`src/rtl/total_alu.sv`:
```
// total_alu: 32-bit MIPS-style ALU with single-cycle logic/arith ops and a
// sequential shift-add MULTU that writes an internal HI/LO pair read back via MFHI/MFLO.
// Optional restoring DIVU (code 27) is compiled in when TOTAL_ALU_DIVU_EN is defined.
module total_alu #(
  parameter int unsigned WIDTH = 32
) (
  input  logic             clk,
  input  logic             reset,
  input  logic [WIDTH-1:0] dataA,
  input  logic [WIDTH-1:0] dataB,
  input  logic [5:0]       Signal,
  output logic [WIDTH-1:0] Output
);

  localparam int unsigned CntW = (WIDTH > 1) ? $clog2(WIDTH) : 1;

  localparam logic [5:0] FnAnd   = 6'd36;
  localparam logic [5:0] FnOr    = 6'd37;
  localparam logic [5:0] FnAdd   = 6'd32;
  localparam logic [5:0] FnSub   = 6'd34;
  localparam logic [5:0] FnSlt   = 6'd42;
  localparam logic [5:0] FnSrl   = 6'd2;
  localparam logic [5:0] FnMfhi  = 6'd16;
  localparam logic [5:0] FnMflo  = 6'd18;
  localparam logic [5:0] FnMultu = 6'd25;
`ifdef TOTAL_ALU_DIVU_EN
  localparam logic [5:0] FnDivu  = 6'd27;
`endif

  typedef enum logic [1:0] {StIdle, StMul, StDiv} state_e;

  state_e             state_q, state_d;
  logic [5:0]         prev_sig_q;
  logic [WIDTH-1:0]   mcand_q, mcand_d;
  logic [2*WIDTH-1:0] prod_q, prod_d;
  logic [CntW-1:0]    count_q, count_d;
  logic [WIDTH-1:0]   hi_q, hi_d, lo_q, lo_d;

  logic               start_mul, start_div;
  logic [WIDTH-1:0]   op_mcand;
  logic [2*WIDTH-1:0] op_prod;
  logic [WIDTH:0]     mul_sum;
  logic [2*WIDTH-1:0] mul_prod, step_prod;

  // Start detection and one iteration of the active algorithm. On a start edge the
  // iteration runs on the freshly captured operands instead of the registers.
  always_comb begin
    start_mul = (state_q == StIdle) && (Signal == FnMultu) && (prev_sig_q != FnMultu);
`ifdef TOTAL_ALU_DIVU_EN
    start_div = (state_q == StIdle) && (Signal == FnDivu) && (prev_sig_q != FnDivu);
`else
    start_div = 1'b0;
`endif
    op_mcand = mcand_q;
    op_prod  = prod_q;
    if (start_mul) begin
      op_mcand = dataA;
      op_prod  = {{WIDTH{1'b0}}, dataB};
    end else if (start_div) begin
      op_mcand = dataB;
      op_prod  = {{WIDTH{1'b0}}, dataA};
    end
    mul_sum = {1'b0, op_prod[2*WIDTH-1:WIDTH]};
    if (op_prod[0]) mul_sum = mul_sum + {1'b0, op_mcand};
    mul_prod  = {mul_sum, op_prod[WIDTH-1:1]};
    step_prod = mul_prod;
  end

`ifdef TOTAL_ALU_DIVU_EN
  logic [WIDTH:0]     div_tmp;
  logic [WIDTH+1:0]   div_diff;
  logic               div_ge;
  logic [WIDTH-1:0]   div_rem;
  logic [2*WIDTH-1:0] div_prod;
  logic               do_div;

  // Restoring divide step on prod = {remainder, dividend/quotient}. A zero divisor
  // always "fits", so the remainder ends up holding the dividend and the quotient all ones.
  always_comb begin
    div_tmp  = op_prod[2*WIDTH-1:WIDTH-1];
    div_diff = {1'b0, div_tmp} - {2'b00, op_mcand};
    div_ge   = ~div_diff[WIDTH+1];
    div_rem  = div_ge ? div_diff[WIDTH-1:0] : div_tmp[WIDTH-1:0];
    div_prod = {div_rem, op_prod[WIDTH-2:0], div_ge};
    do_div   = start_div || (state_q == StDiv);
  end
`endif

  // Sequencer next state: start, iterate, and commit HI/LO on the last iteration.
  always_comb begin
    state_d = state_q;
    mcand_d = mcand_q;
    prod_d  = prod_q;
    count_d = count_q;
    hi_d    = hi_q;
    lo_d    = lo_q;
    case (state_q)
      StIdle: begin
        if (start_mul || start_div) begin
          state_d = start_mul ? StMul : StDiv;
          mcand_d = op_mcand;
          prod_d  = step_prod;
          count_d = CntW'(1);
        end
      end
      StMul, StDiv: begin
        prod_d  = step_prod;
        count_d = count_q + CntW'(1);
        if (count_q == CntW'(WIDTH - 1)) begin
          hi_d    = step_prod[2*WIDTH-1:WIDTH];
          lo_d    = step_prod[WIDTH-1:0];
          state_d = StIdle;
          count_d = '0;
        end
      end
      default: state_d = StIdle;
    endcase
`ifdef TOTAL_ALU_DIVU_EN
    if (do_div) begin
      prod_d = (state_q == StIdle || count_q != CntW'(WIDTH - 1)) ? div_prod : prod_d;
      if (state_q == StDiv && count_q == CntW'(WIDTH - 1)) begin
        hi_d = div_prod[2*WIDTH-1:WIDTH];
        lo_d = div_prod[WIDTH-1:0];
      end
    end
`endif
  end

  // State registers with synchronous reset; reset aborts any running operation.
  always_ff @(posedge clk) begin
    if (reset) begin
      state_q    <= StIdle;
      prev_sig_q <= '0;
      mcand_q    <= '0;
      prod_q     <= '0;
      count_q    <= '0;
      hi_q       <= '0;
      lo_q       <= '0;
    end else begin
      state_q    <= state_d;
      prev_sig_q <= Signal;
      mcand_q    <= mcand_d;
      prod_q     <= prod_d;
      count_q    <= count_d;
      hi_q       <= hi_d;
      lo_q       <= lo_d;
    end
  end

  // Combinational result mux; forced to zero while reset is held.
  always_comb begin
    Output = '0;
    if (!reset) begin
      case (Signal)
        FnAnd:   Output = dataA & dataB;
        FnOr:    Output = dataA | dataB;
        FnAdd:   Output = dataA + dataB;
        FnSub:   Output = dataA - dataB;
        FnSlt:   Output = {{(WIDTH-1){1'b0}}, ($signed(dataA) < $signed(dataB))};
        FnSrl:   Output = dataA >> dataB[CntW-1:0];
        FnMfhi:  Output = hi_q;
        FnMflo:  Output = lo_q;
        FnMultu: Output = '0;
        default: Output = '0;
      endcase
    end
  end

endmodule

```
`config.mk`:
```
export PLATFORM = sky130hd
export DESIGN_NAME = total_alu
export DESIGN_NICKNAME = d
export VERILOG_FILES = /design/src/rtl/total_alu.sv
export SDC_FILE = /design/constraint.sdc
export NUM_CORES = 1
export LEC_CHECK = 0
export ABC_AREA = 1
export CAP_MARGIN = 20
export CORE_ASPECT_RATIO = 2
export CORE_MARGIN = 2
export CORE_UTILIZATION = 59
export DETAILED_ROUTE_END_ITERATION = 8
export DONT_BUFFER_PORTS = 1
export GPL_TIMING_DRIVEN = 0
export PLACE_DENSITY_LB_ADDON = 0.2
export SLEW_MARGIN = 15
export SYNTH_ARGS = -nofsm -noshare
export SYNTH_HDL_FRONTEND = slang
export SYNTH_SLANG_ARGS = --single-unit
```
`constraint.sdc`:
```
create_clock -name clk -period 4.05 [get_ports clk]
set_input_delay 0.81 -clock clk [delete_from_list [all_inputs] [get_ports clk]]
set_output_delay 0.81 -clock clk [all_outputs]
set_load 0.03 [all_outputs]
```
==> results.json, run 1 <==
{
  "yosys_warnings": 0,
  "cts_made_buffers": 17,
  "synth_area_leader_cell": "nand2_1",
  "grt_pass1_vias": 23400,
  "dp_cells": 3765,
  "avgSynthCellArea_um2": 5.54,
  "grt_pass1_wl_um": 138000,
  "placed_cell_area_mm2": 0.0191,
  "synth-seq-cells": 172,
  "synth.net_count": 3564,
  "die_y_um": 255,
  "track_usage": 0.561,
  "synth_ff_type": "dfxtp_1",
  "seq_area_frac_synth": 0.186,
  "cts_sinks": 172,
  "stop_stage": "global routing (5_1_grt)",
  "async_flop_share": 0,
  "grt_max_degree": 20,
  "io_buffers": 0,
  "status": "stopped before the end",
  "hpwl_um": 69400,
  "io_pins": 104,
  "yosys.area.top_type_share": 0.203,
  "synth_area_mm2": 0.0186,
  "ys_top_cells_by_count": "1002 x nand2_1, 620 x inv_1, 332 x nor2_1",
  "fp-row-count": 91,
  "h-tree-depth": 4,
  "synth.area.top_cells": "nand2_1 20%, dfxtp_1 19%, inv_1 13%",
  "synthDistinctLibCells": 49,
  "gp_congestion": 1.14,
  "start_util": 0.601,
  "hold_buffers": 0,
  "syn_inst": 3347,
  "synth_edf_count": 0,
  "die_width_um": 129,
  "yosysMostFrequentCell": "nand2_1",
  "stop_error": "[ERROR GRT-0116] Global routing finished with congestion. Check the congestion regions in the DRC Viewer.",
  "cts-root-buf": "clkbuf_16",
  "gr-total-overflow": 5,
  "cts_buffer_depth": 2
}
cell families after synthesis:
| group | Yosys count | share of synthesized area |
|---|---|---|
| xor gates and xnor gates | 11 | 0.00519 |
| adders and majority gates | 145 | 0.0990 |
| and+or+nand+nor | 1789 | 0.403 |
| DFF | 172 | 0.186 |
| AOI/OAI and AO/OA | 456 | 0.141 |
| buffers and inverters | 773 | 0.165 |
| muxes | 1 | 0.000539 |
what timing repair did:
action / in CTS
setup buffers: 2
resized for setup: 49
pin swaps: 4
endpoints found under the setup margin: 32
metal layers:
layer  GRT usage  GRT overflow
met1       0.521             0
met3       0.228             0
met4       0.636             2
met2       0.864             3
met5      0.0263             0
per-stage QoR:
| stage | utilization | worst slack (ps) | setup TNS [ps] | hold slack [ps] |
|---|---|---|---|---|
| 4_1_cts | 0.643 | -3.33 | -3.33 | 493 |
| 3_5_place_dp | 0.618 | -1060 | -24000 | 482 |
| 3_3_place_gp | 0.618 | -1090 | -21840 | 449 |
| 2_1_floorplan | - | 131 | 0 | 440 |
==> inputs of run 2 (changes only) <==
--- a/config.mk
+++ b/config.mk
@@ -7,13 +7,12 @@
 export LEC_CHECK = 0
 export ABC_AREA = 1
 export CAP_MARGIN = 20
-export CORE_ASPECT_RATIO = 2
 export CORE_MARGIN = 2
-export CORE_UTILIZATION = 59
+export CORE_UTILIZATION = 40
 export DETAILED_ROUTE_END_ITERATION = 8
 export DONT_BUFFER_PORTS = 1
 export GPL_TIMING_DRIVEN = 0
-export PLACE_DENSITY_LB_ADDON = 0.2
+export PLACE_DENSITY_LB_ADDON = 0.15
 export SLEW_MARGIN = 15
 export SYNTH_ARGS = -nofsm -noshare
 export SYNTH_HDL_FRONTEND = slang
==> run 2 against run 1 <==
The flow now finishes without violations. Synthesized area unchanged. Synthesized cell count did not move.
==> results.json, run 2 <==
{
  "slew_viol_final": 0,
  "avgSynthCellArea_um2": 5.54,
  "finalCritPeriodShare": 0.981,
  "dieArea_mm2": 0.0481,
  "synthMuxAreaShare": 0.000539,
  "max_freq_mhz": 252,
  "start_util": 0.407,
  "io_pins": 104,
  "cts_buffer_depth": 2,
  "via_per_inst": 5.36,
  "grt_pass1_vias": 20200,
  "ys_top_cells_by_count": "1002 x nand2_1, 620 x inv_1, 332 x nor2_1",
  "synth_ff_type": "dfxtp_1",
  "hold_buffers": 0,
  "antenna_found_initial": 1,
  "cts.clk_slew.worst_paths_ps": 60,
  "worst_r2r_path_depth": 22,
  "syn_inst": 3347,
  "gr-total-overflow": 0,
  "required_ps": 3240,
  "crit_path_end_kind": "output port",
  "fillers": 5187,
  "status": "complete, no violations",
  "drive_above_1_share": 0.0795,
  "cts_sinks": 172,
  "grt_pass1_wl_um": 124000,
  "dp_cells": 3947,
  "ir_drop_v": 0.000289,
  "io_buffers": 0,
  "gp_congestion": 1.00,
  "power_density_mw_per_mm2": 227,
  "die_y_um": 219,
  "cap_violations": 0,
  "tightest_slew_ps": 1080,
  "clock_latency_ps": 440,
  "synth_adder_area_share": 0.0990,
  "final_common_cell": "nand2_1",
  "crit_fanout": 11,
  "core_mm2": 0.0456,
  "async_flop_share": 0,
  "cts_tree": "yes",
  "synth.net_count": 3564,
  "finalCriticalPeriod_ps": 3970,
  "finalHoldWorstSlack_ps": 470,
  "dp_worst_setup_slack_ps": -1080,
  "cts_made_buffers": 17,
  "drc": 0,
  "layout_common_cells": "990 x nand2_1, 616 x inv_1, 308 x nand3_1, 308 x nor2_1, 173 x o21ai_0",
  "yosysMostFrequentCell": "nand2_1",
  "wl_um": 84900,
  "finalPower_mw": 4.58,
  "met2_length_um": 40000,
  "yosys.area.top_type_share": 0.203,
  "synth.area.top_cells": "nand2_1 20%, dfxtp_1 19%, inv_1 13%",
  "ant_nets": 0,
  "die_width_um": 219,
  "drt_pass1_iterations": 6,
  "synthDistinctLibCells": 49,
  "synth_compound_area_frac": 0.141,
  "synthXorXnorAreaFrac": 0.00519,
  "seq_area_frac_synth": 0.186,
  "fp-row-count": 78,
  "stdcell_count": 3984,
  "grt_max_degree": 17,
  "hpwl_um": 71300,
  "synth-seq-cells": 172,
  "cp.arrival_ps": 3160,
  "fin_worst_skew_ps": 7.95,
  "area_growth_pct": 8.81,
  "wl_per_cell_um": 21.3,
  "relSlewSlack": 0.278,
  "final-hold-violation-count": 0,
  "synth_edf_count": 0,
  "crit_type": "in -> out",
  "wl_met3_um": 5610,
  "hold_class": "reg -> reg",
  "synth_area_mm2": 0.0186,
  "vias": 21300,
  "worst_slack_ps": 76.2,
  "m1WireLength_um": 34900,
  "cts-root-buf": "clkbuf_16",
  "finalSetupViolCount": 0,
  "synth_area_leader_cell": "nand2_1",
  "diodes": 0,
  "seqCellArea_mm2": 0.00344,
  "largest_reg_flops": 64,
  "hold_depth": 2,
  "h-tree-depth": 4,
  "drtIter0Drc": 1771,
  "top_register": "prod_q",
  "crit_path_start_kind": "input pin",
  "synth_top_family_by_area": "simple AND/OR/NAND/NOR gates",
  "yosys_warnings": 0,
  "highest_layer": "met4",
  "multiInputGateArea_mm2": 0.0123,
  "cellLeakagePower_nw": 11.4,
  "grt_setup_unrepaired": "yes",
  "finalNetCount": 3589,
  "yosys.area_share.simple": 0.403,
  "track_usage": 0.350
}
## run 2: cell counts after synthesis
No cell type changed its count.
## run 2: report_power, final
group	switching [mW]	leakage, nW	internal [mW]
Combinational	0.947	9.78	0.359
Clock	0.738	0.258	0.812
Sequential	0.0116	1.39	1.72
Total	1.70	11.4	2.89
## run 2: final timing paths
check / endpoint / slack [ps] / from
setup / recovery: Output[0] / 80 / dataB[3]
hold / removal: count_q[4] / 470 / count_q[4]
setup reg to reg: hi_q[11] / 330 / prev_sig_q[3]
hold reg to reg: count_q[4] / 470 / count_q[4]
## run 2: layout make-up
type	instances	share of cell area
multi-input cells	2402	0.608
flip-flops and latches	172	0.171
inverters	635	0.119
well taps	600	0.0372
plain buffers	138	0.0361
clock buffers	18	0.0217
clock inverters	13	0.00551
repair buffers	6	0.00260
## run 2: routing by layer
| layer | vias up | track usage |
|---|---|---|
| li1 | 10500 | - |
| met1 | 9869 | 0.428 |
| met2 | 844 | 0.603 |
| met3 | 155 | 0.0455 |
| met4 | 0 | 0.171 |
| met5 | - | 0 |
## run 2: what timing repair did
item,4_1_cts,5_1_grt
buffers inserted,1,4
pin swaps,2,9
setup endpoints to repair,31,33
hold endpoints to repair,0,0
resized for setup,52,41
## run 2: critical path: stages
cell	delay (ps)
clkbuf_4	200
inv_6	80
buf_8	160
ha_1	340
buf_6	160
inv_1	60
nand2_1	100
nand3_2	130
nand3_1	120
nand2_2	110
nand2_1	90
nand2_1	80
nand2_1	100
nand2_1	70
nand2_1	70
nand3_1	110
a21oi_4	340
## run 2: per-stage QoR
step | utilization | TNS, ps | area (um^2)
2_1_floorplan | - | 0 | 18600
3_3_place_gp | 0.424 | -23820 | 19300
3_5_place_dp | 0.424 | -25610 | 19300
4_1_cts | 0.440 | 0 | 20000
5_1_grt | 0.443 | -64.7 | 20200
6_report | 0.443 | 0 | 20200
## run 2: cells by family (layout without fill, tap and decap cells)
kind of cell,after synthesis,in the layout
AND/OR/NAND/NOR,1789,1789
buffers and inverters,773,810
AO/OA/AOI/OAI,456,456
flip-flops,172,172
adder cells (fa/ha/maj),145,145
XOR/XNOR,11,11
multiplexers,1,1
Note: power is estimated with default switching activity, not from simulation.
